===== src/rtl/relogio_display.sv =====
// relogio_display: samples the clock/stopwatch time fields once per frame,
// converts them to BCD with a subtract-10 engine and scans them onto an
// 8-digit common-anode 7-segment display (all outputs active-low).
// Optional: define LEADING_ZERO_BLANK_EN to blank a zero hours-tens digit.
module relogio_display #(
  parameter int unsigned PRESCALE = 1000
) (
  input  logic       clk,
  input  logic       res,
  input  logic [4:0] hora,
  input  logic [5:0] minutos,
  input  logic [5:0] segundos,
  input  logic [6:0] centsegundos,
  input  logic       nrc,
  output logic [7:0] an,
  output logic [6:0] seg,
  output logic       dp,
  output logic       frame
);

  localparam int unsigned CNT_W = 16;
  localparam int unsigned DIG_W = 4;
  localparam int unsigned BUF_W = 8 * DIG_W;
  localparam int unsigned VAL_W = 7;
  localparam logic [CNT_W-1:0] CNT_MAX = CNT_W'(PRESCALE - 1);
  localparam logic [DIG_W-1:0] DASH    = 4'hF;

  typedef enum logic [1:0] {
    IDLE = 2'd0,
    CONV = 2'd1,
    DONE = 2'd2
  } conv_state_e;

  logic [CNT_W-1:0] cnt_q, cnt_d;
  logic [2:0]       idx_q, idx_d;
  logic             tick_c, snap_tick_c, swap_tick_c;

  logic [4:0]       snap_hr_q, snap_hr_d;
  logic [5:0]       snap_min_q, snap_min_d;
  logic [5:0]       snap_sec_q, snap_sec_d;
  logic [6:0]       snap_cs_q, snap_cs_d;
  logic             snap_nrc_q, snap_nrc_d;

  conv_state_e      state_q, state_d;
  logic [1:0]       fld_q, fld_d;
  logic [VAL_W-1:0] val_q, val_d;
  logic [DIG_W-1:0] tens_q, tens_d;
  logic [BUF_W-1:0] wbuf_q, wbuf_d;
  logic [BUF_W-1:0] dbuf_q, dbuf_d;
  logic             dnrc_q, dnrc_d;

  logic [VAL_W-1:0] fld_val_c, fld_max_c, nxt_val_c;
  logic [DIG_W-1:0] code_c;

  logic [7:0]       an_q, an_d;
  logic [6:0]       seg_q, seg_d;
  logic             dp_q, dp_d;
  logic             frame_q, frame_d;

  function automatic logic [6:0] seg_decode(input logic [DIG_W-1:0] code);
    logic [6:0] s;
    case (code)
      4'd0:    s = 7'h40;
      4'd1:    s = 7'h79;
      4'd2:    s = 7'h24;
      4'd3:    s = 7'h30;
      4'd4:    s = 7'h19;
      4'd5:    s = 7'h12;
      4'd6:    s = 7'h02;
      4'd7:    s = 7'h78;
      4'd8:    s = 7'h00;
      4'd9:    s = 7'h10;
      DASH:    s = 7'h3F;
      default: s = 7'h7F;
    endcase
    return s;
  endfunction

  // Digit-slot prescaler and frame-phase ticks
  always_comb begin
    tick_c      = (cnt_q == CNT_MAX);
    cnt_d       = tick_c ? '0 : cnt_q + CNT_W'(1);
    snap_tick_c = tick_c && (idx_q == 3'd6);
    swap_tick_c = tick_c && (idx_q == 3'd7);
  end

  // Snapshot value, legal maximum and successor of the field being converted
  always_comb begin
    fld_val_c = '0;
    fld_max_c = '0;
    nxt_val_c = '0;
    case (fld_q)
      2'd0: begin
        fld_val_c = snap_cs_q;
        fld_max_c = 7'd99;
        nxt_val_c = VAL_W'(snap_sec_q);
      end
      2'd1: begin
        fld_val_c = VAL_W'(snap_sec_q);
        fld_max_c = 7'd59;
        nxt_val_c = VAL_W'(snap_min_q);
      end
      2'd2: begin
        fld_val_c = VAL_W'(snap_min_q);
        fld_max_c = 7'd59;
        nxt_val_c = VAL_W'(snap_hr_q);
      end
      default: begin
        fld_val_c = VAL_W'(snap_hr_q);
        fld_max_c = 7'd23;
        nxt_val_c = '0;
      end
    endcase
  end

  // Snapshot capture and IDLE/CONV/DONE subtract-10 converter
  always_comb begin
    state_d    = state_q;
    fld_d      = fld_q;
    val_d      = val_q;
    tens_d     = tens_q;
    wbuf_d     = wbuf_q;
    snap_hr_d  = snap_hr_q;
    snap_min_d = snap_min_q;
    snap_sec_d = snap_sec_q;
    snap_cs_d  = snap_cs_q;
    snap_nrc_d = snap_nrc_q;
    if (swap_tick_c) begin
      state_d = IDLE;
    end else if (snap_tick_c) begin
      snap_hr_d  = hora;
      snap_min_d = minutos;
      snap_sec_d = segundos;
      snap_cs_d  = centsegundos;
      snap_nrc_d = nrc;
      state_d    = CONV;
      fld_d      = 2'd0;
      val_d      = centsegundos;
      tens_d     = '0;
    end else if (state_q == CONV) begin
      if (val_q >= 7'd10 && fld_val_c <= fld_max_c) begin
        val_d  = val_q - 7'd10;
        tens_d = tens_q + 4'd1;
      end else begin
        if (fld_val_c > fld_max_c) begin
          wbuf_d[{fld_q, 3'b000} +: 8] = {DASH, DASH};
        end else begin
          wbuf_d[{fld_q, 3'b000} +: 8] = {tens_q, val_q[DIG_W-1:0]};
        end
        fld_d  = fld_q + 2'd1;
        val_d  = nxt_val_c;
        tens_d = '0;
        if (fld_q == 2'd3) begin
          state_d = DONE;
        end
      end
    end
  end

  // Digit scan, buffer swap and registered display outputs
  always_comb begin
    idx_d   = idx_q;
    dbuf_d  = dbuf_q;
    dnrc_d  = dnrc_q;
    an_d    = an_q;
    seg_d   = seg_q;
    dp_d    = dp_q;
    frame_d = 1'b0;
    code_c  = '0;
    if (tick_c) begin
      idx_d = idx_q + 3'd1;
      if (swap_tick_c) begin
        dbuf_d  = wbuf_q;
        dnrc_d  = snap_nrc_q;
        frame_d = 1'b1;
      end
      code_c = dbuf_d[{idx_d, 2'b00} +: DIG_W];
      an_d   = ~(8'd1 << idx_d);
      seg_d  = seg_decode(code_c);
`ifdef LEADING_ZERO_BLANK_EN
      if (idx_d == 3'd7 && code_c == 4'd0) begin
        seg_d = 7'h7F;
      end
`endif
      case (idx_d)
        3'd2, 3'd4, 3'd6: dp_d = 1'b0;
        3'd0:             dp_d = dnrc_d;
        default:          dp_d = 1'b1;
      endcase
    end
  end

  // State registers
  always_ff @(posedge clk or negedge res) begin
    if (!res) begin
      cnt_q      <= '0;
      idx_q      <= 3'd6;
      snap_hr_q  <= '0;
      snap_min_q <= '0;
      snap_sec_q <= '0;
      snap_cs_q  <= '0;
      snap_nrc_q <= 1'b0;
      state_q    <= IDLE;
      fld_q      <= '0;
      val_q      <= '0;
      tens_q     <= '0;
      wbuf_q     <= '0;
      dbuf_q     <= '0;
      dnrc_q     <= 1'b0;
      an_q       <= 8'hFF;
      seg_q      <= 7'h7F;
      dp_q       <= 1'b1;
      frame_q    <= 1'b0;
    end else begin
      cnt_q      <= cnt_d;
      idx_q      <= idx_d;
      snap_hr_q  <= snap_hr_d;
      snap_min_q <= snap_min_d;
      snap_sec_q <= snap_sec_d;
      snap_cs_q  <= snap_cs_d;
      snap_nrc_q <= snap_nrc_d;
      state_q    <= state_d;
      fld_q      <= fld_d;
      val_q      <= val_d;
      tens_q     <= tens_d;
      wbuf_q     <= wbuf_d;
      dbuf_q     <= dbuf_d;
      dnrc_q     <= dnrc_d;
      an_q       <= an_d;
      seg_q      <= seg_d;
      dp_q       <= dp_d;
      frame_q    <= frame_d;
    end
  end

  assign an    = an_q;
  assign seg   = seg_q;
  assign dp    = dp_q;
  assign frame = frame_q;

endmodule

===== config.mk =====
export PLATFORM = sky130hd
export DESIGN_NAME = relogio_display
export DESIGN_NICKNAME = d
export VERILOG_FILES = /design/src/rtl/relogio_display.sv
export SDC_FILE = /design/constraint.sdc
export NUM_CORES = 1
export LEC_CHECK = 0
export CAP_MARGIN = 25
export CORE_MARGIN = 2
export CORE_UTILIZATION = 50
export DETAILED_ROUTE_END_ITERATION = 12
export PLACE_DENSITY = 0.7
export SYNTH_ARGS = -nofsm -noshare
export SYNTH_HDL_FRONTEND = slang
export SYNTH_SLANG_ARGS = --single-unit

===== constraint.sdc =====
create_clock -name clk -period 3.2 [get_ports clk]
set_input_delay 0.48 -clock clk [delete_from_list [all_inputs] [get_ports clk]]
set_output_delay 0.48 -clock clk [all_outputs]
set_load 0.01 [all_outputs]

==> results of run 1 <==
-- final cells by class --
type | count | area (um^2)
tap | 180 | 225
timing repair buffer | 99 | 932
fill | 1097 | 5040
inverter | 23 | 92.6
clock buffer | 19 | 443
sequential | 140 | 3530
multi-input combinational | 508 | 3320
clock inverter | 13 | 139
-- registers in the layout (all words and copies together) (netlist names) --
name and count:
idx_q 3, dp 1, snap_min_q 6, snap_cs_q 7
seg 7, cnt_q 16, wbuf_q 32, tens_q 4
frame 1, state_q 2, an 8, snap_hr_q 5
val_q 7, dbuf_q 32, snap_sec_q 6, fld_q 2
snap_nrc_q 1
-- where the power goes --
part	total [W]	leakage [nW]	internal, W	switching (W)
combinational	0.0000698	1.95	0.0000306	0.0000392
clock	0.00195	0.284	0.00117	0.000774
sequential	0.00177	1.71	0.00177	0
total	0.00379	3.95	0.00297	0.000814
-- synth_stat cells, types with 5 or more instances --
cell / number / area share
dfrtp_1: 122 / 0.44
nand2_1: 119 / 0.064
a21oi_1: 81 / 0.058
nor2_1: 68 / 0.037
mux2_2: 32 / 0.052
ha_1: 26 / 0.047
o21ai_0: 24 / 0.017
clkbuf_1: 23 / 0.012
inv_1: 19 / 0.010
dfstp_2: 18 / 0.068
nor3_1: 16 / 0.012
nand3_1: 14 / 0.010
a222oi_1: 10 / 0.014
a31oi_1: 10 / 0.0090
buf_2: 9 / 0.0065
xnor2_1: 7 / 0.0088
xor2_1: 7 / 0.0088
mux2i_1: 6 / 0.0087
nand4_1: 6 / 0.0054
or3_1: 6 / 0.0054
a211oi_1: 5 / 0.0054
a21o_1: 5 / 0.0054
and2_1: 5 / 0.0045
-- worst paths after layout --
path | cells after the start | slack, ns | start | end
worst max-delay path | 14 | -0.05 | idx_q[0] | seg[6]
worst min-delay path | 1 | 0.08 | res | cnt_q[6]
worst max register to register | 14 | -0.05 | idx_q[0] | seg[6]
worst min register to register | 2 | 0.47 | seg[2] | seg[2]
max in group asynchronous | 2 | 2.27 | res | an[0]
min in group clk | 2 | 0.47 | seg[2] | seg[2]
-- timing repair --
action,4_1_cts,5_1_grt
pin swaps,0,8
hold endpoints to repair,0,0
setup buffers,1,9
gates cloned,0,1
gates resized for setup,7,12
setup endpoints to repair,6,49
-- through the flow --
stage,TNS [ns],hold slack [ns]
5_1_grt,-0.901,0.139
6_report,-0.0717,0.0764
3_5_place_dp,-0.422,0.452
2_1_floorplan,-0.681,0.184
4_1_cts,-0.0446,0.120
3_3_place_gp,0,0.446
-- worst max-delay path, delay by kind of cell, from the launching register on --
kind	cells	cell delay, ns
AO/OA/AOI/OAI	4	0.75
adder cells (fa/ha/maj)	2	0.54
buffers and inverters	3	0.38
flip-flops	1	0.40
multiplexers	2	0.59
AND/OR/NAND/NOR	3	0.50
-- kinds of logic (layout without fill, tap and decap cells) --
logic type / after synthesis / in the layout / synth area share
AOI/OAI and AO/OA: 165 / 165 / 0.147
xor gates and xnor gates: 14 / 14 / 0.0177
adders and majority gates: 26 / 26 / 0.0469
buffers and inverters: 58 / 154 / 0.0357
DFF: 140 / 140 / 0.509
muxes: 46 / 46 / 0.0774
and+or+nand+nor: 257 / 257 / 0.166
-- routing by layer --
layer  up-vias  share of wire  global-route usage
met5         -              0                   0
li1       2643              -                   -
met1      2734           0.43               0.307
met3        42          0.048              0.0534
met4         0          0.041               0.130
met2       175           0.48               0.394
==> metrics.md, run 1 <==
| Metric | Value |
|---|---|
| Most frequent cells in the layout | 121 x dfrtp_1, 118 x nand2_1, 80 x a21oi_1 |
| Worst path slowest cell | dfrtp_1 |
| Fin. Hold Viols | 0 |
| Max-slew headroom at the worst pin | 0.527 |
| Chip height | 122 um |
| Fin cells | 982 |
| Synth cell types | 61 |
| DP Wirelength | 12,200 um |
| # nets final | 842 |
| Layout cells sized above 1 | 0.222 |
| DRT iter0 DRCs | 416 |
| Final worst-path cycle share | 1.02 |
| Fin. max-slew vios | 0 |
| Status | finished, violations left |
| Row count | 43 |
| Worst setup EP type | flop |
| TritonCTS Buffers | 17 |
| I/O pins | 44 |
| CP arrival | 3.60 ns |
| Die X | 122 um |
| First-pass GRT wire length | 27,700 um |
| Violated checks | negative setup slack |
| Mean post-synth cell area | 9.82 um^2 |
| Reg clk slew, reported paths | 0.06 ns |
| Initial core utilization | 0.505 |
| H-Tree Depth | 4 |
| Antenna diode count | 0 |
| Worst-path fanout max | 11 |
| Max-cap violation count | 0 |
| Crit-path max cell delay | 0.40 ns |
| Clk buf depth | 2 |
| Gr ovfl total | 0 |
| RSZ-0062 raised after global routing | true |
| Dpl cell area | 7910 um^2 |
| CP startpoint kind | flop |
| Clk sinks | 140 |
| Antenna Nets Post-Route | 0 |
| CP Cell Sequence | buf_4 > clkinv_2 > ha_1 > nand2b_1 > nor2_1 > mux2_1 > a31oi_1 > o221ai_2 > nor3_4 > ha_1 > inv_1 > mux2_4 > a21o_1 > a211oi_2 |
| Worst-Skew Late Latency | 0.43 ns |
| Syn_nets | 759 |
| Tightest Hold Check Type | input port to async pin |
| Leak Pwr | 3.95 nW |
| Gpl congestion | 0.939 |
| Mapped Area | 6930 um^2 |
| Most used cell, CP | ha_1 |
| Placement Setup Slack | -0.113 ns |
| Final WL | 17,100 um |
| Via-to-Cell Ratio | 5.70 |
| Pin count of the biggest net entering global routing | 78 |
| FFs w/ async S/R, synth | 1.00 |
| Cell count after synthesis | 706 |
| Worst Setup Path Type | flop to flop |
| Max VDD drop | 0.342 mV |
| Power Dens Cells | 436 nW/um^2 |
| Clock Root Buffer | clkbuf_16 |
| CTS tree | done |
| Post-synth EDFFs | 0 |
| Primary FF master, synth | dfrtp_1 |
| Clock Skews | 0.0187 ns |
| Gr usage total | 0.244 |
| Area growth syn-to-layout | 25.2% |
| Die area | 14,800 um^2 |
| Drt first pass iters | 8 |
| # DRC | 0 |
| Synth warnings | 0 |
| Vias in the first global route | 5,596 |
| Input/output buffers | 43 |
| Post-route cell area | 8680 um^2 |
| Via count | 5,594 |
| Worst Path Required | 3.55 ns |
| Final Total Pwr | 0.00379 W |
| Slack of the critical path | -0.0516 ns |
| Worst-margin pin slew | 0.709 ns |
| Initial antenna violation count | 0 |
| Dpl cells | 938 |
| Most common cell after layout, fill and taps aside | dfrtp_1 |
| FF+latch count, synth | 140 |
| Fin util | 0.633 |
| Sequential cell area fraction in the yosys report | 0.509 |
| Fmax | 308 MHz |
| Hold buffers post-CTS | 0 |
| Final setup fails | 3 |
| Area of the core | 13,700 um^2 |
| WL per Instance | 17.4 um |
| Min Tclk post-route | 3.25 ns |
No activity file was read; power rests on OpenSTA's default activity.
==> inputs of run 2 (changes only) <==
CORE_ASPECT_RATIO = 1.25   (was default)
==> run 2 against run 1 <==
  * The run ends with negative hold slack, negative setup slack left
  * Fmax decreased by 1.3%
  * Routed wire length grew 8.8%
  * Sequential share of layout area shrank 0.85 points
  * Cell count grew 1.3%
  * Combinational power increased by 3.6%
  * First-iteration DRC count rose by 1.7%
  * Flip-flop and latch count did not move
  * Setup slack lost 0.043 ns
  * Count of clock-buffer cells in the layout increased by 2
  * Via count grew 1.8%
  * Register-to-register slack worse by 0.04 ns
  * Global-route usage increased by 2.2 points
  * Critical path type unchanged
  * Highest routed layer unchanged
==> metrics.md, run 2 (same netlist as run 1, synthesis figures left out) <==
| Metric | Value |
|---|---|
| Status | finished, violations left |
| Violated checks | negative hold slack, negative setup slack |
| Dpl cells | 949 |
| Die area | 14,800 um^2 |
| CP arrival | 3.67 ns |
| Max-cap violation count | 0 |
| Clock Root Buffer | clkbuf_16 |
| Final worst-path cycle share | 1.03 |
| Worst Setup Path Type | flop to flop |
| DP Wirelength | 13,100 um |
| Worst-path fanout max | 5 |
| Vias in the first global route | 5,828 |
| # DRC | 0 |
| Fin. max-slew vios | 0 |
| Fmax | 303 MHz |
| Gr ovfl total | 0 |
| Gpl congestion | 0.867 |
| WP depth | 14 |
| TritonCTS Buffers | 17 |
| Via count | 5,696 |
| Pin count of the biggest net entering global routing | 58 |
| Layout cells sized above 1 | 0.246 |
| Via-to-Cell Ratio | 5.72 |
| Power Dens Cells | 441 nW/um^2 |
| Top Family by Delay on Critical Path | multiplexers |
| First-pass GRT wire length | 29,800 um |
| Setup TNS Final | -0.307 ns |
| DRT iter0 DRCs | 423 |
| Crit-path max cell delay | 0.59 ns |
| Leak Pwr | 4.06 nW |
| Worst setup EP type | flop |
| Gr usage total | 0.265 |
| Clock Skews | 0.00845 ns |
| Final WL | 18,600 um |
| Max-slew headroom at the worst pin | 0.362 |
| RSZ-0062 raised after global routing | true |
| CP Cell Sequence | ha_4 > ha_4 > nor4b_4 > nand4_1 > buf_6 > buf_6 > mux2_4 > mux2_4 > mux4_2 > inv_4 > ha_1 > mux2i_1 > a211oi_1 > a21o_1 |
| Max VDD drop | 0.304 mV |
| Worst-Skew Late Latency | 0.43 ns |
| Antenna diode count | 0 |
| I/O pins | 44 |
| Worst path slowest cell | mux4_2 |
| Reg clk slew, reported paths | 0.06 ns |
| Row count | 48 |
| Fin cells | 995 |
| R2r worst-path depth | 14 |
| Initial antenna violation count | 0 |
| Tightest Hold Check Type | input port to async pin |
| Most frequent cells in the layout | 121 x dfrtp_1, 117 x nand2_1, 79 x a21oi_1 |
| WL per Instance | 18.7 um |
| Antenna Nets Post-Route | 0 |
| Clk buf depth | 2 |
| Worst Path Required | 3.58 ns |
| Min Tclk post-route | 3.30 ns |
| Final setup fails | 5 |
| Final Total Pwr | 0.00391 W |
| Input/output buffers | 43 |
| Area of the core | 13,700 um^2 |
| Most common cell after layout, fill and taps aside | dfrtp_1 |
| Hold buffers post-CTS | 0 |
| Fin util | 0.648 |
| Min Hold Slack | -0.00137 ns |
| Clk sinks | 140 |
| Buf/Inv on CP | 3 |
| CP startpoint kind | flop |
| # nets final | 860 |
| Slack of the critical path | -0.0951 ns |
| Drt first pass iters | 5 |
| H-Tree Depth | 4 |
| Fin. Hold Viols | 1 |
| Initial core utilization | 0.506 |
| Die X | 109 um |
| Biggest regs | dbuf_q (32), wbuf_q (32), cnt_q (16) |
| CTS tree | done |
| Worst-margin pin slew | 0.950 ns |
| Area growth syn-to-layout | 27.9% |
| Chip height | 136 um |
## run 2: cell type report
cell class	instances	area (um^2)
Fill cell	1095	4830
Sequential cell	140	3530
Multi-Input combinational cell	508	3350
Timing Repair Buffer	117	1080
Clock buffer	21	440
Tap cell	175	219
Clock inverter	11	169
Inverter	23	90.1
## run 2: repair_timing
action / in CTS / in global routing
endpoints found under the setup margin: 6 / 50
gates cloned: 2 / 0
hold endpoints to repair: 0 / 0
buffers inserted: 7 / 5
gates resized for setup: 18 / 18
pin swaps: 4 / 9
## run 2: layer usage
layer,track usage,part of all wire,up-vias
li1,-,-,2683
met1,0.300,0.39,2810
met2,0.473,0.53,143
met3,0.0471,0.034,60
met4,0.136,0.047,0
met5,0,0,-
## run 2: final timing paths
kind	slack, ns	end	startpoint
max	-0.1	seg[0]	idx_q[1]
min	-0.001	wbuf_q[15]	res
max reg2reg	-0.1	seg[0]	idx_q[1]
min reg2reg	0.45	seg[2]	seg[2]
max in group asynchronous	2.42	snap_cs_q[5]	res
min in group clk	0.45	seg[2]	seg[2]
## run 2: stage by stage
stage | hold WS [ns] | instance area, um^2 | worst slack (ns)
6_report | -0.00137 | 8870 | -0.0951
2_1_floorplan | 0.184 | 7040 | -0.138
3_5_place_dp | 0.444 | 8030 | -0.0869
4_1_cts | 0.0365 | 8760 | -0.0670
5_1_grt | 0.0452 | 8870 | -0.158
3_3_place_gp | 0.451 | 8030 | -0.00833
## run 2: worst reg2reg max path: stages (launching register included)
cell and delay, ns:
dfstp_2 0.55, ha_4 0.14, ha_4 0.13, nor4b_4 0.17, nand4_1 0.12, buf_6 0.17, buf_6 0.13, mux2_4 0.30
mux2_4 0.25, mux4_2 0.59, inv_4 0.13, ha_1 0.14, mux2i_1 0.06, a211oi_1 0.24, a21o_1 0.11
## run 2: where the power goes
group / internal, W / leakage [nW] / total (W) / switching [W]
clock: 0.00130 / 0.295 / 0.00206 / 0.000760
sequential: 0.00177 / 1.71 / 0.00177 / 0
combinational: 0.0000314 / 2.06 / 0.0000723 / 0.0000409
